`config.mk`:
```
export PLATFORM = sky130hd
export DESIGN_NAME = mem_port_arbiter
export DESIGN_NICKNAME = d
export VERILOG_FILES = /design/src/rtl/mem_port_arbiter.sv
export SDC_FILE = /design/constraint.sdc
export NUM_CORES = 1
export LEC_CHECK = 0
export BUFFER_PORTS_ARGS = -buffer_cell sky130_fd_sc_hd__buf_2
export CAP_MARGIN = 20
export CORE_MARGIN = 3
export CORE_UTILIZATION = 47
export DETAILED_ROUTE_END_ITERATION = 8
export GPL_TIMING_DRIVEN = 0
export PLACE_DENSITY = 0.83
export SLEW_MARGIN = 20
export SYNTH_ARGS = -nofsm -noshare
export SYNTH_HDL_FRONTEND = slang
export SYNTH_SLANG_ARGS = --single-unit
```
`constraint.sdc`:
```
create_clock -name clk -period 2 [get_ports clk]
set_input_delay 0.1 -clock clk [delete_from_list [all_inputs] [get_ports clk]]
set_output_delay 0.1 -clock clk [all_outputs]
set_load 0.1 [all_outputs]
```
`src/rtl/mem_port_arbiter.sv`:
```
// Round-robin arbiter and sequencer sharing one synchronous memory port
// between the multicycle CPU and a secondary (DMA / loader) requester.
module mem_port_arbiter #(
  parameter int AW  = 32,
  parameter int DW  = 32,
  parameter int LAT = 2
) (
  input  logic          clk,
  input  logic          rst_n,
  input  logic          cpu_req,
  input  logic          cpu_we,
  input  logic [AW-1:0] cpu_addr,
  input  logic [DW-1:0] cpu_wdata,
  output logic          cpu_done,
  output logic [DW-1:0] cpu_rdata,
  input  logic          dma_req,
  input  logic          dma_we,
  input  logic [AW-1:0] dma_addr,
  input  logic [DW-1:0] dma_wdata,
  output logic          dma_done,
  output logic [DW-1:0] dma_rdata,
  output logic          mem_en,
  output logic          mem_we,
  output logic [AW-1:0] mem_addr,
  output logic [DW-1:0] mem_wdata,
  input  logic [DW-1:0] mem_rdata,
  output logic          busy,
  output logic          owner
);

  typedef enum logic [1:0] {IDLE, ISSUE, WAIT, DONE} state_t;

  localparam logic [3:0] LAT_CNT = 4'(LAT);

  state_t     state, state_nxt;
  logic [3:0] cnt;
  logic       grant;
  logic       grant_dma;
  logic       last_beat;

  always_comb begin
    state_nxt = state;
    grant     = 1'b0;
    grant_dma = 1'b0;
    last_beat = (state == WAIT) && (cnt == 4'd1);
    case (state)
      IDLE: begin
        if (cpu_req || dma_req) begin
          grant = 1'b1;
          // On a tie the requester that did not go last wins.
          grant_dma = (cpu_req && dma_req) ? ~owner : dma_req;
          state_nxt = ISSUE;
        end
      end
      ISSUE:   state_nxt = WAIT;
      WAIT:    if (last_beat) state_nxt = DONE;
      DONE:    state_nxt = IDLE;
      default: state_nxt = IDLE;
    endcase
  end

  // Outputs are registered from the next state so they line up with it.
  always_ff @(posedge clk or negedge rst_n) begin
    if (!rst_n) begin
      state     <= IDLE;
      cnt       <= 4'd0;
      owner     <= 1'b1;
      busy      <= 1'b0;
      mem_en    <= 1'b0;
      mem_we    <= 1'b0;
      mem_addr  <= '0;
      mem_wdata <= '0;
      cpu_done  <= 1'b0;
      dma_done  <= 1'b0;
      cpu_rdata <= '0;
      dma_rdata <= '0;
    end else begin
      state    <= state_nxt;
      busy     <= (state_nxt != IDLE);
      mem_en   <= (state_nxt == ISSUE);
      cpu_done <= last_beat && !owner;
      dma_done <= last_beat && owner;
      if (grant) begin
        owner     <= grant_dma;
        mem_we    <= grant_dma ? dma_we    : cpu_we;
        mem_addr  <= grant_dma ? dma_addr  : cpu_addr;
        mem_wdata <= grant_dma ? dma_wdata : cpu_wdata;
      end
      if (state == ISSUE) begin
        cnt <= LAT_CNT;
      end else if (state == WAIT) begin
        cnt <= cnt - 4'd1;
      end
      // The last WAIT cycle is the one in which the memory presents read data.
      if (last_beat && !mem_we) begin
        if (owner) dma_rdata <= mem_rdata;
        else       cpu_rdata <= mem_rdata;
      end
    end
  end

endmodule

```
* Word level (Yosys, flattened, before mapping)
Index checks and enable logic that the tools add are counted.
Storage, ports and cells: register bits after elaboration 140, bits of input ports 166, output and inout bits 134, logic and storage cells 45
Operators by class: reduce and logical (&&, ||, !) cells 13, add/sub/neg operators 1, eq/ne operators 5, muxes and demuxes 13, bitwise operators 1
Operators by type and width (count):
- 32-bit 2-to-1 mux | 2
- 4-bit 2-to-1 mux | 2
- 2-bit one-hot mux with 4 select lines | 1
- 1-bit 2-to-1 mux | 6
- 1-bit logical AND | 5
- 2-bit by 1-bit equality test with 1-bit output, second input constant | 2
- 2-bit equality test, second input constant | 2
- 4-bit by 1-bit equality test with 1-bit output, second input constant | 1
- 2-bit 2-to-1 mux | 2
- 2-bit AND reduction | 2
- 2-bit nonzero test | 2
- 4-bit by 1-bit subtractor with 4-bit output, second input constant | 1
- 1-bit zero test | 2
- 2-bit zero test | 1
- 1-bit logical OR | 1
- 1-bit NOT | 1

* Longest topological paths before layout
Gate-level depths: netlist of run 1.
depth after elaboration 5, depth in mapped cells 8, depth with buffers taken out 5

* Least setup slack after synthesis of run 1
Ideal clock, no wire load.
path kind register to register, from register mem_we, to register dma_rdata[0], stages on the path, launching flop included 4, required time 1874 ps, setup slack 145 ps, buffers on the path 1, library setup time 126 ps, arrival 1729 ps, period minus slack after synthesis 1855 ps, cell sequence dfrtp_1 -> nand3b_2 -> buf_6 -> mux2_2
On the way: longest elaborated chain between the ends 3
RTL lines:
- start: declaration | line 23 | output logic mem_we,
- start signal: assignment | line 85 | mem_we <= grant_dma ? dma_we : cpu_we;
- 1-bit zero test | line 95 | if (last_beat && !mem_we) begin
- 1-bit logical AND | line 95
- 2-bit AND reduction (no line)
- end signal: assignment | line 96 | if (owner) dma_rdata <= mem_rdata;
- end: declaration | line 21 | output logic [DW-1:0] dma_rdata,
No other way between the ends. A chain may end at the register's enable or synchronous reset.

* Worst setup path after layout of run 1
from register state[0], to register mem_addr[24]
On the way: longest elaborated chain between the ends 3, elaborated cells on any way between the ends 4, classes of those cells mux (3); reduce/logical (1)
RTL lines:
- start: declaration | line 35 | state_t state, state_nxt;
- start signal: assignment | line 78 | state <= state_nxt;
- 2-bit zero test * | line 46 | case (state)
- 1-bit 2-to-1 mux | line 46
- 32-bit 2-to-1 mux | line 86 | mem_addr <= grant_dma ? dma_addr : cpu_addr;
- end signal: assignment | line 86
- end: declaration | line 24 | output logic [AW-1:0] mem_addr,
Mark *: on every way between the ends. The rest lies on a longest branch, timed or not.

==> results of run 1 <==
[metrics by stage]
stage,hold slack (ns),setup TNS [ns],std cells,utilization [%]
floorplan,-0.196,0,554,-
global placement,0.349,-145.20,1025,62.2
detailed placement,0.0394,-2.65,1026,62.5
CTS,0.0116,0,1155,75.4
global route,0.0204,-0.0227,1155,75.6
finish,0.0287,0,1156,75.7
[critical path: cells and delay by family, from the launching register on]
family,cells,cell delay (ns)
compound gates,1,0.21
flops,1,0.40
fa+ha+maj,1,0.22
buf+inv,3,0.48
simple gates,2,0.49
[metal layers]
layer / wire (um) / GRT usage (%)
met1: 8300 / 34.3
met5: 21 / 0
met4: 1410 / 18.6
met2: 11800 / 55.7
met3: 2100 / 9.19
[worst paths after layout]
path,start,to,slack [ns],cells past startpoint
max,state[0],mem_addr[24],0.08,7
min,dma_addr[6],mem_addr[6],0.03,3
max reg2reg,state[0],mem_addr[24],0.08,7
min reg2reg,dma_rdata[29],dma_rdata[29],0.50,1
max in group asynchronous,rst_n,owner,1.04,3
min in group asynchronous,rst_n,mem_wdata[20],0.20,2
[registers in the layout (all words and copies together) (netlist names), 2 cells and up]
register,flops
cpu_rdata,32
dma_rdata,32
mem_addr,32
mem_wdata,32
cnt,4
state,2
[area by class of cell]
type                    count  area, um2  share of cell area [%]
well taps                 172        215                    2.21
inverters                   7       26.3                   0.270
multi-input cells         358       2540                    26.1
plain buffers              48        270                    2.77
clock inverters            10        185                    1.90
clock buffers              21        480                    4.93
flip-flops and latches    140       3500                    36.0
diodes                      2       5.00                  0.0514
repair buffers            398       2510                    25.8
[logic make-up after synthesis]
| group | after synthesis | synth area share (%) |
|---|---|---|
| muxes | 65 | 11.6 |
| adders and majority gates | 6 | 1.19 |
| AOI/OAI and AO/OA | 141 | 12.7 |
| and+or+nand+nor | 146 | 14.4 |
| DFF | 140 | 55.7 |
| buffers and inverters | 56 | 4.33 |
[synthesized netlist by cell type (all sizes together)]
| cell type | number |
|---|---|
| a211oi | 1 |
| a22o | 1 |
| a31oi | 65 |
| and2 | 3 |
| and4bb | 1 |
| buf | 14 |
| clkbuf | 35 |
| dfrtp | 139 |
| dfstp | 1 |
| ha | 6 |
| inv | 7 |
| mux2 | 64 |
| mux2i | 1 |
| nand2 | 3 |
| nand2b | 2 |
| nand3b | 1 |
| nor2 | 69 |
| nor3 | 2 |
| o21a | 2 |
| o21ai | 70 |
| o21bai | 1 |
| o22ai | 1 |
| or3b | 65 |
[what timing repair did]
action                                 in CTS  in global routing
hold buffers                               98                  0
gates resized for setup                    12                 23
pin swaps                                   0                  1
cloned                                      0                  0
setup endpoints to repair                  65                 68
setup buffers                               0                  0
endpoints found under the hold margin     182                  0
==> impl_metrics.ini, run 1 <==
[run_status]
status = finished clean

[route]
first_iter_violations = 436
antenna_left = 0
viasPerCell = 5.57
first_pass_iters = 5
drc = 0
routed_wl_um = 23700
vias = 6439
wl_per_cell_um = 20.5

[layout]
nFillCells = 778
areaGrowthSynthToFinish_pct = 54.8
final_cell_mix = buf_2 (305), dfrtp_1 (139), dlygate4sd3_1 (98), o21ai_0 (70), nor2_1 (69)
final_area_um2 = 9740
drive_above_1_share_pct = 44.5
nNetsFinal = 1142
final_common_cell = buf_2

[synthesis]
synth.avg_cell_area_um2 = 11.4
synth.net_count = 726
netlist_area_um2 = 6290
yosysTopAreaCell = dfrtp_1
synth_top_area_share_pct = 55.3
yosysUniqueCellTypes = 28
yosys-top-cells-area = dfrtp_1 (55%), mux2_2 (11%), or3b_1 (8.9%)
synth_cells = 554
seq_area_frac_synth_pct = 55.7
synth_seq_cells = 140
yosysWarnings = 0

[min_path]
min_path_type = input port to flip-flop

[clock_tree]
clock_tree.buffer_depth = 2
cts_sinks = 140
htree_levels = 4
clk_latency_ns = 0.42
clkTransAtPathRegs_ns = 0.06
cts_tree = built
numCtsBuffers = 17
root_buffer = clkbuf_16

[timing]
final.setup_skew_ns = 0.0129
clock.fmax_mhz = 521
min_period_ns = 1.92
finalSetupViolations = 0
setup_slack_ns = 0.0801
min_period_over_period_pct = 96.0
slew_viol_final = 0
tightestPinTransition_ns = 0.545
final_hold_viol_count = 0
slew_headroom_pct = 63.9

[global_route]
antenna_found_initial = 3
grt_start_max_net_pins = 88
grt.total_usage_pct = 31.9
grt_pass1_wl_um = 36000
grt.overflow.total = 0
grt_pass1_vias = 6804

[setup_path]
cpPeakStageDelay_ns = 0.40
cp_data_required_time_ns = 2.32
critPathMaxFanout = 10
crit_chain = inv_1 -> ha_2 -> nand2_4 -> buf_4 -> buf_2 -> or3b_1 -> a31oi_2
critPathLaunchType = flip-flop
critical_path_class = flip-flop to flip-flop
end_kind = flip-flop
critPathSlowestCell = dfrtp_1
worstPathArrival_ns = 2.24

[placed_design]
routabilityCongestion = 0.878
port_buffers = 299
hpwl_um = 14300
dpl_cell_area_um2 = 8040
dpl_worst_slack_ns = -0.110

[floorplanning]
coreArea_um2 = 12900
die_h_um = 122
dieArea_um2 = 14800
io_pins = 300
num_rows = 41
initial_core_util_pct = 48.9
die_x_um = 122

[flow_run]
maxCapViolCount = 0
Power of run 1 is not shown: default switching activity piles up to over one toggle a cycle in this logic, so the estimate is an artifact.
==> run 2: changes to the inputs <==
Settings changed: ABC_AREA from default to 1, CORE_UTILIZATION 47 to 48, CTS_BUF_LIST from default to sky130_fd_sc_hd__clkbuf_8 sky130_fd_sc_hd__clkbuf_16.
==> impl_metrics.ini, run 2 <==
[global_route]
grt_pass1_vias = 8387
grt_start_max_net_pins = 94
antenna_found_initial = 2
grt_pass1_wl_um = 42100
grt.total_usage_pct = 35.7
grt.overflow.total = 0

[synthesis]
synth-edff-count = 0
synth.avg_cell_area_um2 = 7.55
synth.net_count = 1059
async_flop_share_pct = 100
yosysWarnings = 0
yosys-top-cells-count = nand2_1 (400), dfrtp_1 (139), inv_1 (137)
yosysUniqueCellTypes = 21
yosys-top-cells-area = dfrtp_1 (52%), nand2_1 (22%), nand3_1 (9.8%)
synth_seq_cells = 140
synth_cells = 887
ys.flop_type = dfrtp_1
seq_area_frac_synth_pct = 52.3
yosysTopAreaCell = dfrtp_1
netlist_area_um2 = 6700
synth.most_common_cell = nand2_1
synth_top_area_share_pct = 51.9

[clock_tree]
htree_levels = 4
clkTransAtPathRegs_ns = 0.07
cts_sinks = 140
cts_tree = built
root_buffer = clkbuf_16
numCtsBuffers = 17
post-cts-setup-buffers = 0
clock_tree.buffer_depth = 2
clk_latency_ns = 0.43

[route]
vias = 8242
routed_wl_um = 27500
drc = 0
wl_per_cell_um = 17.9
first_iter_violations = 779
viasPerCell = 5.36
antenna_left = 0
first_pass_iters = 5

[timing]
min_period_over_period_pct = 91.1
clock.fmax_mhz = 549
min_period_ns = 1.82
finalSetupViolations = 0
slew_viol_final = 0
final_hold_viol_count = 0
final.setup_skew_ns = 0.0111
slew_headroom_pct = 64.9
rsz0062_at_grt = no
setup_slack_ns = 0.177
tightestPinTransition_ns = 0.526
setup-tns-final_ns = 0

[setup_path]
rrSetupSlack_ns = 0.18
cp_data_required_time_ns = 2.35
critical_path_class = flip-flop to flip-flop
critPathMaxFanout = 10
end_kind = flip-flop
worstPathArrival_ns = 2.17
critPathLaunchType = flip-flop

[floorplanning]
die_x_um = 124
io_pins = 300
num_rows = 42
coreArea_um2 = 13500
dieArea_um2 = 15400
die_h_um = 124
initial_core_util_pct = 49.8

[placed_design]
dpl_worst_slack_ns = 0.122
hpwl_um = 14900
routabilityCongestion = 0.882
dpl_cell_area_um2 = 8450
port_buffers = 299

[layout]
nFillCells = 810
final_area_um2 = 10400
nNetsFinal = 1519
drive_above_1_share_pct = 27.8
areaGrowthSynthToFinish_pct = 55.9
final_cell_mix = nand2_1 (400), buf_2 (319), dlygate4sd3_1 (141), dfrtp_1 (139), inv_1 (137)
final_common_cell = nand2_1

[flow_run]
maxCapViolCount = 0

[run_status]
status = finished clean

[min_path]
min_path_type = input port to flip-flop
[run 2: path summary, 6_finish.rpt]
| kind | start | endpoint | depth (start not counted) |
|---|---|---|---|
| min in group asynchronous | rst_n | cpu_rdata[16] | 2 |
| worst min-delay path | dma_addr[10] | mem_addr[10] | 5 |
| worst max register to register | state[0] | mem_wdata[18] | 7 |
| max in group asynchronous | rst_n | owner | 3 |
| worst min register to register | dma_rdata[26] | dma_rdata[26] | 2 |
| worst max-delay path | state[0] | mem_wdata[18] | 7 |
[run 2: through the flow]
| step | utilization (%) | cells | hold WS, ns |
|---|---|---|---|
| 2_1_floorplan | - | 887 | -0.196 |
| 3_5_place_dp | 62.8 | 1363 | 0.0227 |
| 4_1_cts | 77.5 | 1536 | 0.000657 |
| 5_1_grt | 77.6 | 1537 | 0.0264 |
| 3_3_place_gp | 62.5 | 1362 | 0.347 |
| 6_report | 77.6 | 1537 | 0.0156 |
[run 2: layer usage]
metal	part of all wire, %	vias to the layer above	track usage [%]
li1	-	3578	-
met1	33	3742	39.7
met2	48	743	58.2
met5	0.044	-	0
met4	7.0	2	23.8
met3	12	177	12.1
[run 2: final cells by class]
| cell class | instances | area (um2) | share of cell area, % |
|---|---|---|---|
| clock buffer | 19 | 453 | 4.34 |
| buffer | 49 | 328 | 3.14 |
| clock inverter | 13 | 118 | 1.13 |
| multi-input combinational | 558 | 2340 | 22.5 |
| tap | 176 | 220 | 2.11 |
| sequential | 140 | 3500 | 33.6 |
| antenna | 1 | 2.50 | 0.0240 |
| timing repair buffer | 441 | 2950 | 28.2 |
| inverter | 140 | 526 | 5.03 |
[run 2: cells by family after synthesis]
kind of cell / synth area share (%)
flops: 52.3
compound gates: 0.560
buf+inv: 12.6
simple gates: 33.3
fa+ha+maj: 1.12
[run 2: timing repair]
action                     in CTS  in global routing
gates resized for setup         0                  5
hold buffers                  141                  0
setup endpoints to repair       0                  3
hold endpoints to repair      168                  0
[run 2: critical path: stages, from the launching register on]
cell,delay [ns]
dfrtp_1,0.40
inv_2,0.10
ha_1,0.20
o21ai_1,0.16
inv_2,0.09
clkbuf_1,0.42
nand3_1,0.20
nand2_1,0.17
Power of run 2 is left out for the same reason.
